## config.mk

```make
export PLATFORM = sky130hd
export DESIGN_NAME = lut_mul_seq_flat
export DESIGN_NICKNAME = d
export VERILOG_FILES = /design/src/rtl/lut_mul_pkg.sv /design/src/rtl/lut_mul_seq_if.sv /design/src/rtl/lut_mul_seq_slice.sv /design/src/rtl/lut_mul_seq.sv /design/src/flat_wrapper.sv
export SDC_FILE = /design/constraint.sdc
export NUM_CORES = 2
export LEC_CHECK = 0
export ABC_AREA = 0
export BUFFER_PORTS_ARGS = -buffer_cell sky130_fd_sc_hd__buf_2
export CORE_MARGIN = 3
export CORE_UTILIZATION = 55
export DETAILED_ROUTE_END_ITERATION = 12
export MAX_ROUTING_LAYER = met4
export PLACE_DENSITY = 0.72
export SYNTH_ARGS = -nofsm -noshare
export SYNTH_HDL_FRONTEND = slang
export SYNTH_SLANG_ARGS = --single-unit
export TNS_END_PERCENT = 10
```

## constraint.sdc

```tcl
create_clock -name clk -period 14.03 [get_ports clk]
set_input_delay 0.7015 -clock clk [delete_from_list [all_inputs] [get_ports clk]]
set_output_delay 0.7015 -clock clk [all_outputs]
set_load 0.05 [all_outputs]
```

## src/rtl/lut_mul_pkg.sv

```systemverilog
// lut_mul_pkg: shared encodings for the LUT-slice multiply sequencer
// (op codes, FSM states, legal slice widths, product width).
package lut_mul_pkg;

  localparam logic [1:0] OP_MUL    = 2'b00;
  localparam logic [1:0] OP_MULH   = 2'b01;
  localparam logic [1:0] OP_MULHSU = 2'b10;
  localparam logic [1:0] OP_MULHU  = 2'b11;

  localparam int PROD_W = 64;

  localparam int CHUNK_W_LEGAL [4] = '{2, 4, 8, 16};

  typedef enum logic [1:0] {
    ST_IDLE = 2'd0,
    ST_RUN  = 2'd1,
    ST_FIX  = 2'd2,
    ST_DONE = 2'd3
  } state_t;

  function automatic bit chunk_w_legal(int w);
    bit ok;
    ok = 1'b0;
    for (int i = 0; i < 4; i++) begin
      if (CHUNK_W_LEGAL[i] == w) ok = 1'b1;
    end
    return ok;
  endfunction

endpackage

```

## src/rtl/lut_mul_seq_if.sv

```systemverilog
// lut_mul_seq_if: request/response valid-ready bundle of the multiply sequencer.
interface lut_mul_seq_if;
  logic        in_valid;
  logic        in_ready;
  logic [1:0]  in_op;
  logic [31:0] in_a;
  logic [31:0] in_b;
  logic        out_valid;
  logic        out_ready;
  logic [31:0] out_result;

  modport master (
    output in_valid, in_op, in_a, in_b, out_ready,
    input  in_ready, out_valid, out_result
  );

  modport slave (
    input  in_valid, in_op, in_a, in_b, out_ready,
    output in_ready, out_valid, out_result
  );
endinterface

```

## src/rtl/lut_mul_seq_slice.sv

```systemverilog
// lut_mul_seq_slice: combinational 32 x CHUNK_W LUT multiplier slice.
// Narrow chunks index a full multiple table; wider ones sum nibble lookups.
module lut_mul_seq_slice #(
  parameter int CHUNK_W = 8
) (
  input  logic               resetn,
  input  logic [31:0]        a,
  input  logic [CHUNK_W-1:0] b,
  output logic [31+CHUNK_W:0] p
);
  localparam int P_W = 32 + CHUNK_W;

  logic [P_W-1:0] raw;

  if (CHUNK_W <= 4) begin : g_direct
    logic [P_W-1:0] tbl [2**CHUNK_W];
    always_comb begin
      for (int k = 0; k < 2**CHUNK_W; k++) tbl[k] = P_W'(a) * P_W'(k);
    end
    assign raw = tbl[b];
  end else begin : g_nibble
    localparam int N_NIB = CHUNK_W / 4;
    logic [35:0] tbl [16];
    always_comb begin
      for (int k = 0; k < 16; k++) tbl[k] = 36'(a) * 36'(k);
    end
    always_comb begin
      raw = '0;
      for (int i = 0; i < N_NIB; i++) raw = raw + (P_W'(tbl[b[4*i +: 4]]) << (4*i));
    end
  end

  assign p = resetn ? raw : '0;
endmodule

```

## src/rtl/lut_mul_seq.sv

```systemverilog
// lut_mul_seq: multi-cycle 32x32 multiply walking B through one CHUNK_W-bit LUT slice.
// Define LUT_MUL_EARLY_TERM_EN to leave RUN once the remaining B chunks are all zero.
module lut_mul_seq
  import lut_mul_pkg::*;
#(
  parameter int CHUNK_W = 8
) (
  input  logic         clk,
  input  logic         reset,
  lut_mul_seq_if.slave bus,
  output logic         busy
);
  // state | meaning
  // IDLE  | in_ready high, waiting for a request
  // RUN   | one B chunk per cycle into acc
  // FIX   | apply sign, load out_result
  // DONE  | out_valid high until out_ready

  localparam int N_STEPS = 32 / CHUNK_W;
  localparam int STEP_W  = 5;

  if (!chunk_w_legal(CHUNK_W)) begin : g_bad_chunk_w
    $error("lut_mul_seq: CHUNK_W must be 2, 4, 8 or 16");
  end

  state_t              state_q, state_d;
  logic [1:0]          op_q;
  logic [31:0]         mag_a_q;
  logic [31:0]         mag_b_q;
  logic                neg_q;
  logic [PROD_W-1:0]   acc_q;
  logic [PROD_W-1:0]   acc_fix;
  logic [STEP_W-1:0]   step_q;
  logic [31:0]         out_result_q;
  logic [31+CHUNK_W:0] pp;
  logic                a_neg, b_neg, last_chunk;

  always_comb begin
    a_neg = 1'b0;
    b_neg = 1'b0;
    case (bus.in_op)
      OP_MULH: begin
        a_neg = bus.in_a[31];
        b_neg = bus.in_b[31];
      end
      OP_MULHSU:        a_neg = bus.in_a[31];
      OP_MUL, OP_MULHU: begin end
      default:          begin end
    endcase
  end

  // mag_b_q is shifted down each RUN cycle, so the slice always sees the current chunk at bit 0.
  lut_mul_seq_slice #(.CHUNK_W(CHUNK_W)) u_slice (
    .resetn (1'b1),
    .a      (mag_a_q),
    .b      (mag_b_q[CHUNK_W-1:0]),
    .p      (pp)
  );

`ifdef LUT_MUL_EARLY_TERM_EN
  assign last_chunk = (step_q == STEP_W'(N_STEPS - 1)) || ((mag_b_q >> CHUNK_W) == 32'd0);
`else
  assign last_chunk = (step_q == STEP_W'(N_STEPS - 1));
`endif

  assign acc_fix = neg_q ? (~acc_q + PROD_W'(1)) : acc_q;

  always_ff @(posedge clk or posedge reset) begin
    if (reset) state_q <= ST_IDLE;
    else       state_q <= state_d;
  end

  always_comb begin
    state_d = state_q;
    case (state_q)
      ST_IDLE: if (bus.in_valid)  state_d = ST_RUN;
      ST_RUN:  if (last_chunk)    state_d = ST_FIX;
      ST_FIX:                     state_d = ST_DONE;
      ST_DONE: if (bus.out_ready) state_d = ST_IDLE;
      default:                    state_d = ST_IDLE;
    endcase
  end

  always_ff @(posedge clk or posedge reset) begin
    if (reset) begin
      op_q         <= OP_MUL;
      mag_a_q      <= '0;
      mag_b_q      <= '0;
      neg_q        <= 1'b0;
      acc_q        <= '0;
      step_q       <= '0;
      out_result_q <= '0;
    end else begin
      case (state_q)
        ST_IDLE: if (bus.in_valid) begin
          op_q    <= bus.in_op;
          mag_a_q <= a_neg ? -bus.in_a : bus.in_a;
          mag_b_q <= b_neg ? -bus.in_b : bus.in_b;
          neg_q   <= a_neg ^ b_neg;
          acc_q   <= '0;
          step_q  <= '0;
        end
        ST_RUN: begin
          acc_q   <= acc_q + (PROD_W'(pp) << (CHUNK_W * int'(step_q)));
          step_q  <= step_q + STEP_W'(1);
          mag_b_q <= mag_b_q >> CHUNK_W;
        end
        ST_FIX: begin
          acc_q        <= acc_fix;
          out_result_q <= (op_q == OP_MUL) ? acc_fix[31:0] : acc_fix[63:32];
        end
        default: begin end
      endcase
    end
  end

  assign bus.in_ready   = (state_q == ST_IDLE);
  assign bus.out_valid  = (state_q == ST_DONE);
  assign bus.out_result = out_result_q;
  assign busy           = (state_q != ST_IDLE);
endmodule

```

## src/flat_wrapper.sv

```systemverilog
// flat-port wrapper written by rule: the top's interface ports become plain ports
module lut_mul_seq_flat import lut_mul_pkg::*;
#(
  parameter int CHUNK_W = 8
)
  (clk, reset, busy, bus_in_valid, bus_in_op, bus_in_a, bus_in_b, bus_out_ready, bus_in_ready, bus_out_valid, bus_out_result);
  lut_mul_seq_if bus_i ();
  input  logic clk;
  input  logic reset;
  output logic busy;
  input wire logic [$bits(bus_i.in_valid)-1:0] bus_in_valid;
  input wire logic [$bits(bus_i.in_op)-1:0] bus_in_op;
  input wire logic [$bits(bus_i.in_a)-1:0] bus_in_a;
  input wire logic [$bits(bus_i.in_b)-1:0] bus_in_b;
  input wire logic [$bits(bus_i.out_ready)-1:0] bus_out_ready;
  output wire logic [$bits(bus_i.in_ready)-1:0] bus_in_ready;
  output wire logic [$bits(bus_i.out_valid)-1:0] bus_out_valid;
  output wire logic [$bits(bus_i.out_result)-1:0] bus_out_result;
  assign bus_i.in_valid = bus_in_valid;
  assign bus_i.in_op = bus_in_op;
  assign bus_i.in_a = bus_in_a;
  assign bus_i.in_b = bus_in_b;
  assign bus_i.out_ready = bus_out_ready;
  assign bus_in_ready = bus_i.in_ready;
  assign bus_out_valid = bus_i.out_valid;
  assign bus_out_result = bus_i.out_result;
  lut_mul_seq #(.CHUNK_W(CHUNK_W)) u_core (.clk(clk), .reset(reset), .bus(bus_i), .busy(busy));
endmodule
```

==> key figures <==
Setup path
  – Crit Reg-Reg Startpoint: u_core.mag_a_q[13]$_DFFE_PP0P_
  – Worst-path fanout max: 17
  – CP peak stage delay: 1.00 ns
  – Critical Path RT: between 10 and 15 ns
  – CP Capture Type: flop
  – Worst-case reg-to-reg path depth: 44
  – Setup CP Type: reg -> reg
  – CP dominant cell by count: a21oi_1
  – FF-to-FF End: u_core.acc_q[63]$_DFFE_PP0P_
  – Startpoint types: flop
  – Reg-to-reg setup timing slack: 2.09 ns
  – Slowest-stage cell, CP: dfrtp_1
  – CP Data Arrival Time: approximately 12 ns

Clock tree
  – CTS buffer count: 17
  – CTS tree: done
  – Max clock buf depth: 2
  – CTS-repair resized insts: 0
  – CTS clk-pin slew, worst paths: roughly 0.090 ns
  – Root Driver: clkbuf_16
  – Clock sinks: 170
  – Cts-stage hold buffer count: 0
  – Post CTS Setup Buffer Count: 0
  – Insertion delay to the later sink of the worst-skew pair: 0.50 ns
  – H-Tree Depth: 4

STA
  – Max frequency: about 0.084 GHz
  – Final Slew Violations: 0
  – Relative slew slack: 0.2168
  – Crit share post-route: 0.8508
  – Setup TNS: 0 ns
  – Hold Slack: roughly 0.38 ns
  – Slew @ Worst Pin: around 1.2 ns
  – Clock period minus worst slack: roughly 12 ns
  – Endpoints failing setup: 0
  – Clock skew: 0.03089 ns
  – Final-report hold violation count: 0
  – Unrepaired setup endpoints after global routing: false

Routing
  – Post-DRT Antenna Nets: 0
  – Final WL: roughly 160,000 um
  – Via count: around 42,000
  – Drt first pass iters: 8
  – Met3 wire length: approximately 17,000 um
  – Top layer in use: met4
  – Iteration-0 DRC Markers: approximately 6,000
  – Met2 wire length: about 70,000 um
  – M1 WL: ~66,000 um
  – Drt drc: 0
  – Routed length per placed instance: about 27 um
  – Vias per cell: approximately 6.9

Logic synthesis
  – Main synth FF type: dfrtp_1
  – Dominant cells by area after synthesis: ha_1, dfrtp_1, fa_1
  – Synth area leader: ha_1
  – Mux contribution to synthesized area: 0.07981
  – XOR/XNOR Fraction of Synth Area: 0.09080
  – #FFs+latches synth: 170
  – Avg Cell Area, Syn: approximately 7.6 sq um
  – Ys async rst share: 1.000
  – Post-synth EDFFs: 0
  – Post-synthesis cell type count: a little over 100
  – Ys Warns: 0
  – Post-synthesis compound-gate area fraction: 0.2943
  – Cell count after synthesis: approximately 5,200
  – Register area share after synthesis: 0.1073
  – Most frequent cells after synthesis: a21oi_1, nand2_1, o21ai_0, ha_1, nor2_1
  – Syn_nets: roughly 6,000
  – Largest family of logic cells by synthesized area: compound AO/OA/AOI/OAI gates
  – Post-Synth Simple-Gate Area: 0.1632
  – Yosys top cell area share: 0.1225
  – Synth Area in Adders: 0.2012
  – Mapped cell area: between 30,000 and 40,000 sq um

GRT
  – Global route overflow: 0
  – Vias in the first global route: about 40,000
  – Largest net degree at the start of global routing: around 150
  – Initial antenna violation count: 2
  – First-pass GRT wire length: 247,100 um
  – Global-route usage over all layers: 0.4426

Floorplan
  – Die Area: between 70,000 and 80,000 sq um
  – Initial Utilization: 0.5603
  – Rows: just under 100
  – Width of the die: 274.5 um
  – Core outline area: about 71,000 sq um
  – Ports: 105
  – Die height: roughly 270 um

Finish
  – Area growth, synth to finish: 4.829%
  – Fill cell count: 6,634
  – Layout cell share with drive strength beyond 1: 0.07876
  – Final nets: between 5,000 and 6,000
  – FF/Latch Area: about 4300 sq um
  – Final core occ: 0.5874
  – Final Non-Filler Cells: ~6,100
  – Multi-input gate area: around 33,000 sq um

Placed design
  – Placed Cells incl. Taps: around 6,100
  – Post-DP HPWL: approximately 130,000 um
  – PortBufs: around 100
  – Final RePlAce weighted congestion: approximately 1.1

Run
  – Number of max-cap violations: 0

Hold path
  – Worst Hold Class: in -> async

Status
  – Run status: completed
worst max-delay path, delay by kind of cell (launching register included):
family | cells | cell delay, ns
AOI/OAI and AO/OA | 22 | 5.59
xor gates and xnor gates | 2 | 0.38
adders and majority gates | 4 | 1.73
and+or+nand+nor | 13 | 2.60
DFF | 1 | 1.00
buffers and inverters | 2 | 0.35
muxes | 1 | 0.13
area by class of cell:
cell class | count | area share
diodes | 2 | 0.0001204
clock buffers | 17 | 0.01024
clock inverters | 15 | 0.005148
inverters | 383 | 0.03477
multi-input cells | 4378 | 0.7919
flip-flops and latches | 170 | 0.1028
well taps | 940 | 0.02830
repair buffers | 179 | 0.02667
metrics by stage:
step	setup slack (ns)	instance area (sq um)
2_1_floorplan	4.559	39650
3_3_place_gp	2.566	40920
3_5_place_dp	2.535	40920
4_1_cts	2.472	41550
5_1_grt	1.362	41560
6_report	2.094	41560
worst max-delay path by stage:
stage,endpoint,from,slack (ns),cells past startpoint
global route,u_core.acc_q[63]$_DFFE_PP0P_,u_core.mag_a_q[4]$_DFFE_PP0P_,1.36,43
detailed placement,u_core.acc_q[63]$_DFFE_PP0P_,u_core.mag_a_q[13]$_DFFE_PP0P_,2.53,46
floorplan,u_core.acc_q[63]$_DFFE_PP0P_,u_core.mag_a_q[2]$_DFFE_PP0P_,4.56,39
CTS,u_core.acc_q[63]$_DFFE_PP0P_,u_core.mag_a_q[13]$_DFFE_PP0P_,2.47,46
finish,u_core.acc_q[63]$_DFFE_PP0P_,u_core.mag_a_q[13]$_DFFE_PP0P_,2.09,44
global placement,u_core.acc_q[60]$_DFFE_PP0P_,u_core.mag_a_q[13]$_DFFE_PP0P_,2.57,45
placed cells by master (no fill, tap or decap), drive strengths merged, types with 86 or more instances in the layout:
cell type  instances
nand2            522
a21oi            521
o21ai            455
ha               388
inv              387
nor2             385
xnor2            260
buf              179
dfrtp            170
a21o             158
fa               156
xor2             151
mux4             107
a211oi            92
nand3             86
kinds of logic after synthesis:
family                     count (synthesis)
AOI/OAI and AO/OA                       1836
xor gates and xnor gates                 411
adders and majority gates                544
buffers and inverters                    666
DFF                                      170
muxes                                    180
and+or+nand+nor                         1407
registers in the layout, indices dropped and copies added (netlist names):
register / flops
u_core.acc_q: 64
u_core.bus.out_result: 32
u_core.mag_a_q: 32
u_core.mag_b_q: 32
u_core.step_q: 5
u_core.op_q: 2
u_core.state_q: 2
u_core.neg_q: 1
layer usage:
layer	up-vias	global-route usage
li1	18842	-
met1	20068	0.5744
met2	2661	0.6463
met3	593	0.07727
met4	0	0.2598
met5	-	-
Power is not shown: default switching activity piles up to over one toggle a cycle in this logic, so the estimate is an artifact.
